**src/rtl/vga_rx_monitor.sv**
```systemverilog
// vga_rx_monitor: observes a VGA sync/colour stream, measures line/frame timing, tracks pixel position,
// counts lit pixels per frame and reports lock once the timing has been stable for LOCK_FRAMES frames.
module vga_rx_monitor #(
  parameter int HW            = 12,
  parameter int VW            = 11,
  parameter int CW            = 20,
  parameter int HS_ACTIVE_LOW = 1,
  parameter int VS_ACTIVE_LOW = 1,
  parameter int LOCK_FRAMES   = 2
) (
  input  logic          clk,
  input  logic          rst,
  input  logic          red,
  input  logic          green,
  input  logic          blue,
  input  logic          hsync,
  input  logic          vsync,
  output logic [HW-1:0] pixel_x,
  output logic [VW-1:0] pixel_y,
  output logic [HW-1:0] line_period,
  output logic [HW-1:0] hsync_width,
  output logic [VW-1:0] frame_lines,
  output logic [VW-1:0] vsync_width,
  output logic [CW-1:0] frame_lit,
  output logic          frame_done,
  output logic          locked,
  output logic          timeout
);
  localparam int SW = $clog2(LOCK_FRAMES + 1);
  localparam logic [HW-1:0] HMAX = '1;
  localparam logic [VW-1:0] VMAX = '1;
  localparam logic [CW-1:0] CMAX = '1;
  typedef enum logic [1:0] {SEARCH, MEASURE, LOCKED} state_t;
  state_t state, state_n;
  logic [4:0] s1, s2;
  logic s3_h, s3_v;
  logic hs, vs, h_lead, h_trail, v_lead, v_trail, lit;
  logic [HW-1:0] hcnt, hswcnt, new_period;
  logic [VW-1:0] vcnt, vswcnt, new_lines;
  logic [CW-1:0] litcnt, new_lit;
  logic [SW-1:0] stable_cnt, cnt_n, cnt_inc;
  logic line_mismatch, period_bad, stable, h_to, locked_n, done_n;
  // syncs are normalised to active-high before the synchroniser so reset means "inactive"
  always_ff @(posedge clk or posedge rst) begin
    if (rst) begin
      s1   <= '0;
      s2   <= '0;
      s3_h <= 1'b0;
      s3_v <= 1'b0;
    end else begin
      s1   <= {red, green, blue, hsync ^ (HS_ACTIVE_LOW != 0), vsync ^ (VS_ACTIVE_LOW != 0)};
      s2   <= s1;
      s3_h <= s2[1];
      s3_v <= s2[0];
    end
  end
  assign hs         = s2[1];
  assign vs         = s2[0];
  assign h_lead     = hs & ~s3_h;
  assign h_trail    = ~hs & s3_h;
  assign v_lead     = vs & ~s3_v;
  assign v_trail    = ~vs & s3_v;
  assign lit        = |s2[4:2];
  assign new_period = (hcnt == HMAX) ? HMAX : hcnt + HW'(1);
  assign new_lines  = (vcnt == VMAX) ? VMAX : vcnt + VW'(h_lead);
  assign new_lit    = (litcnt == CMAX) ? CMAX : litcnt + CW'(lit);
  assign h_to       = (hcnt == HMAX) & ~h_lead;
  assign period_bad = h_lead & (new_period != line_period);
  assign stable     = ~line_mismatch & ~period_bad & (new_lines == frame_lines);
  assign cnt_inc    = stable_cnt + SW'(1);
  assign pixel_x    = hcnt;
  assign pixel_y    = vcnt;
  always_comb begin
    state_n  = state;
    cnt_n    = stable_cnt;
    locked_n = locked;
    done_n   = 1'b0;
    if (h_to) begin
      state_n  = SEARCH;
      cnt_n    = '0;
      locked_n = 1'b0;
    end else if (v_lead) begin
      case (state)
        SEARCH: begin
          state_n = MEASURE;
          cnt_n   = '0;
        end
        MEASURE: begin
          done_n = 1'b1;
          cnt_n  = stable ? cnt_inc : '0;
          if (stable && cnt_inc == SW'(LOCK_FRAMES)) begin
            state_n  = LOCKED;
            locked_n = 1'b1;
          end
        end
        LOCKED: begin
          done_n = 1'b1;
          if (!stable) begin
            state_n  = MEASURE;
            cnt_n    = '0;
            locked_n = 1'b0;
          end
        end
        default: state_n = SEARCH;
      endcase
    end
  end
  always_ff @(posedge clk or posedge rst) begin
    if (rst) begin
      hcnt          <= '0;
      hswcnt        <= '0;
      vcnt          <= '0;
      vswcnt        <= '0;
      litcnt        <= '0;
      line_mismatch <= 1'b0;
      line_period   <= '0;
      hsync_width   <= '0;
      frame_lines   <= '0;
      vsync_width   <= '0;
      frame_lit     <= '0;
      timeout       <= 1'b0;
      state         <= SEARCH;
      stable_cnt    <= '0;
      locked        <= 1'b0;
      frame_done    <= 1'b0;
    end else begin
      hcnt          <= h_lead ? '0 : (hcnt == HMAX) ? hcnt : hcnt + HW'(1);
      line_period   <= h_lead ? new_period : line_period;
      hswcnt        <= h_lead ? HW'(1) : (hs && hswcnt != HMAX) ? hswcnt + HW'(1) : hswcnt;
      hsync_width   <= h_trail ? hswcnt : hsync_width;
      timeout       <= h_lead ? 1'b0 : (hcnt == HMAX) ? 1'b1 : timeout;
      line_mismatch <= v_lead ? 1'b0 : period_bad ? 1'b1 : line_mismatch;
      vcnt          <= v_lead ? '0 : new_lines;
      frame_lines   <= v_lead ? new_lines : frame_lines;
      vswcnt        <= v_lead ? VW'(h_lead) : (h_lead && vs && vswcnt != VMAX) ? vswcnt + VW'(1) : vswcnt;
      vsync_width   <= v_trail ? vswcnt : vsync_width;
      litcnt        <= v_lead ? '0 : new_lit;
      frame_lit     <= v_lead ? new_lit : frame_lit;
      state         <= state_n;
      stable_cnt    <= cnt_n;
      locked        <= locked_n;
      frame_done    <= done_n;
    end
  end
endmodule
```
**config.mk**
```make
export PLATFORM = sky130hd
export DESIGN_NAME = vga_rx_monitor
export DESIGN_NICKNAME = d
export VERILOG_FILES = /design/src/rtl/vga_rx_monitor.sv
export SDC_FILE = /design/constraint.sdc
export NUM_CORES = 1
export LEC_CHECK = 0
export CAP_MARGIN = 40
export CORE_ASPECT_RATIO = 0.8
export CORE_MARGIN = 5
export CORE_UTILIZATION = 25
export CTS_CLUSTER_SIZE = 40
export DETAILED_ROUTE_END_ITERATION = 10
export MAX_ROUTING_LAYER = met4
export SLEW_MARGIN = 0
export SYNTH_ARGS = -nofsm -noshare
export SYNTH_HDL_FRONTEND = slang
export SYNTH_SLANG_ARGS = --single-unit
```
**constraint.sdc**
```tcl
create_clock -name clk -period 6.8 [get_ports clk]
set_clock_uncertainty 0.15 [all_clocks]
set_input_delay 0.68 -clock clk [delete_from_list [all_inputs] [get_ports clk]]
set_output_delay 0.68 -clock clk [all_outputs]
set_load 0.05 [all_outputs]
```
==> flow_summary_export.csv <==
group,metric,value,unit
timing,rsz0062_at_grt,"false",
logic_synthesis,synth_compound_area_share,10.9,%
routing,drtIter0Drc,283,
floorplanning,dieArea,0.0322,mm^2
clock_tree,cts_buffers,17,
timing,finalCritPeriodShare,61.8,%
clock_tree,cts_root_buf,"clkbuf_16",
logic_synthesis,synth-main-ff-cell,"dfrtp_1",
global_routing,gr-total-overflow,0,
layout,area_growth,27.6,%
layout,drive_gt1_share,9.92,%
floorplanning,start_util,25.3,%
power_and_ir_drop,pwr_density_cell,283,mW/mm^2
logic_synthesis,yosys.area_share.simple,20.6,%
setup_path,slowest_stage,"nand2b_1",
layout,nets,834,
timing,hold_viol,0,
clock_tree,clk_latency,0.42,ns
clock_tree,htree_levels,4,
global_routing,grt_start_max_net_pins,88,
placed_design,place_area,0.00857,mm^2
floorplanning,die_h,161,um
setup_path,slowest_delay,0.51,ns
timing,tightest_slew,0.865,ns
clock_tree,clock_path_buffers,2,
clock_tree,cts_resized,0,
routing,routed_wl,17800,um
logic_synthesis,syn_inst,722,
logic_synthesis,seq_area_frac_synth,53.1,%
floorplanning,die_width,199,um
routing,antenna_left,0,
layout,nFillCells,2871,
global_routing,top_usage_layer,"met2",
global_routing,antenna_found_initial,0,
logic_synthesis,yosys_warnings,0,
logic_synthesis,synth.avg_cell_area,9.92,um^2
run_status,status,"completed",
routing,wl_per_cell,14.8,um
layout,fin_util,32.3,%
setup_path,cp.buffers_inverters,1,
logic_synthesis,synthMuxAreaShare,4.09,%
global_routing,grt_pass1_vias,5361,
logic_synthesis,yosys.cell_types.count,63,
setup_path,setup.worst_path.end_class,"flop",
routing,via_count,5501,
layout,final_area,0.00914,mm^2
clock_tree,cts_setup_buffers,0,
power_and_ir_drop,p_leak,3.84,nW
placed_design,dp_slack,2.55,ns
logic_synthesis,synth_area,0.00716,mm^2
clock_tree,cts.sinks,152,
placed_design,gp_congestion,0.861,
power_and_ir_drop,irDropWorstVdd,0.000303,V
timing,fin_ws,2.60,ns
layout,diodes,0,
timing,fin_crit,4.20,ns
logic_synthesis,synth_edf_count,0,
clock_tree,cts_tree,"yes",
setup_path,critPathLaunchType,"flop",
clock_tree,clkTransAtPathRegs,0.07,ns
global_routing,grtUsageTotal,11.6,%
setup_path,path_class,"reg -> reg",
routing,post-route-drc-count,0,
setup_path,crit_path_cell_trace,"nand2b_1 > inv_1 > ha_1 > ha_1 > or2_2 > a21oi_1 > a31o_2 > o211ai_1 > a2111o_1 > nor4b_2 > a41oi_1 > a21boi_1 > mux2_1",
timing,max_freq,238,MHz
flow_run,maxCapViolations,0,
setup_path,cp_common_cell,"ha_1",
timing,setup-violations-final,0,
logic_synthesis,synthArstFlopShare,100,%
logic_synthesis,synth_xor_area_share,6.11,%
setup_path,crit_family,"simple AND/OR/NAND/NOR gates",
floorplanning,rows,55,
timing,hold-worst-slack,0.195,ns
timing,setup_tns,0,ns
logic_synthesis,synthAdderAreaFrac,2.27,%
placed_design,hpwl,12400,um
global_routing,grt_pass1_wl,29300,um
logic_synthesis,ys_ff_latch,152,
logic_synthesis,syn_nets,742,
global_routing,grt_use_met3,3.09,%
setup_path,crit_required,6.95,ns
floorplanning,pin_count,99,
global_routing,grtUsageMet2,16.9,%
floorplanning,core_area,0.0283,mm^2
clock_tree,holdBufCountCts,0,
placed_design,io_buffers,98,
global_routing,use_met1,16.1,%
timing,report.final.slew_viol_count,0,
setup_path,worstPathArrival,4.36,ns
logic_synthesis,synth_top_family_by_area,"simple AND/OR/NAND/NOR gates",
hold_path,hold_path.class,"reg -> reg",
routing,avgViaCountPerCell,4.60,
setup_path,path_max_fanout,19,
timing,slew_headroom,41.9,%
routing,dr.pass1.iters,5,
[placed cells by master (no fill, tap or decap), types with 5 or more instances in the layout]
cell,n
dfrtp_1,152
nor2_1,105
clkdlybuf4s50_1,98
nand2_1,81
o21ai_0,54
nand3_1,32
xnor2_1,30
a21oi_1,23
mux2_2,22
xor2_1,20
nand4_1,20
inv_1,17
clkbuf_16,17
nor3_1,13
ha_1,13
or3_1,9
nand2b_1,8
a31oi_1,7
and3_1,7
inv_6,7
nor4_1,6
and4_1,5
buf_4,5
[layout make-up]
| class | count | area (um^2) | area share [%] |
|---|---|---|---|
| Sequential cell | 152 | 3800 | 41.6 |
| Tap cell | 370 | 463 | 5.06 |
| Inverter | 18 | 72.6 | 0.794 |
| Timing Repair Buffer | 105 | 1070 | 11.7 |
| Clock buffer | 18 | 429 | 4.69 |
| Clock inverter | 14 | 140 | 1.53 |
| Multi-Input combinational cell | 520 | 3170 | 34.7 |
[metal layers]
layer / share of wire [%] / routed length, um / up-vias
met5: 0 / 0 / -
met4: 1.0 / 184 / 0
met3: 5.2 / 922 / 17
met2: 45 / 8050 / 122
met1: 48 / 8610 / 2670
li1: - / - / 2692
[sequential cells by signal (all words and copies together) (netlist names), 11 cells and up]
name and flops:
pixel_y 11, vsync_width 11, pixel_x 12, frame_lines 11
litcnt 20, hswcnt 12, vswcnt 11, frame_lit 20
hsync_width 12, line_period 12
[cell usage after synthesis (all sizes together) (2+ instances only)]
cell,count,share of area (%)
nand3,35,2.8
o31a,2,0.24
a31oi,7,0.61
a41oi,2,0.24
a21oi,23,1.6
xnor2,30,3.7
nor3,14,1.0
and4,5,0.61
and3,7,0.61
o32ai,2,0.51
nor2b,5,0.44
nor4,7,0.61
ha,13,2.3
xor2,20,2.4
mux2i,3,0.47
o21bai,2,0.21
o211ai,4,0.42
dfrtp,152,53
o31ai,2,0.21
nand2b,9,0.79
or2,4,0.35
a41o,2,0.28
a21o,3,0.31
nand4,22,2.2
a21boi,2,0.21
buf,11,0.86
nand2,81,4.2
mux2,23,3.6
a31o,4,0.49
clkbuf,21,1.1
nor2,105,5.5
o21ai,55,3.8
a221oi,2,0.24
or3,9,0.79
inv,18,0.94
nor4b,2,0.42
[power by group]
group	leakage (nW)	switching [mW]	internal, mW
sequential	2.05	0.0937	0.983
clock	0.275	0.413	0.514
combinational	1.52	0.376	0.204
[worst paths after layout]
check | cells past startpoint | from | endpoint | slack [ns]
hold reg to reg | 0 | s1[0] | s2[0] | 0.20
setup / recovery | 13 | s2[1] | state[0] | 2.60
setup reg to reg | 13 | s2[1] | state[0] | 2.60
max in group asynchronous | 4 | rst | frame_lines[0] | 4.74
min in group asynchronous | 2 | rst | hsync_width[3] | 0.63
hold / removal | 0 | s1[0] | s2[0] | 0.20
[metrics by stage]
step | power (mW) | cells
finish | 2.58 | 1197
global route | 2.72 | 1197
CTS | 2.63 | 1197
detailed placement | 1.68 | 1165
global placement | 1.67 | 1162
floorplan | 1.48 | 722
[logic make-up after synthesis]
| logic type | after synthesis |
|---|---|
| and+or+nand+nor | 307 |
| adders and majority gates | 13 |
| xor gates and xnor gates | 50 |
| muxes | 26 |
| DFF | 152 |
| AOI/OAI and AO/OA | 124 |
| buffers and inverters | 50 |
Note: power is estimated with default switching activity, not from simulation.
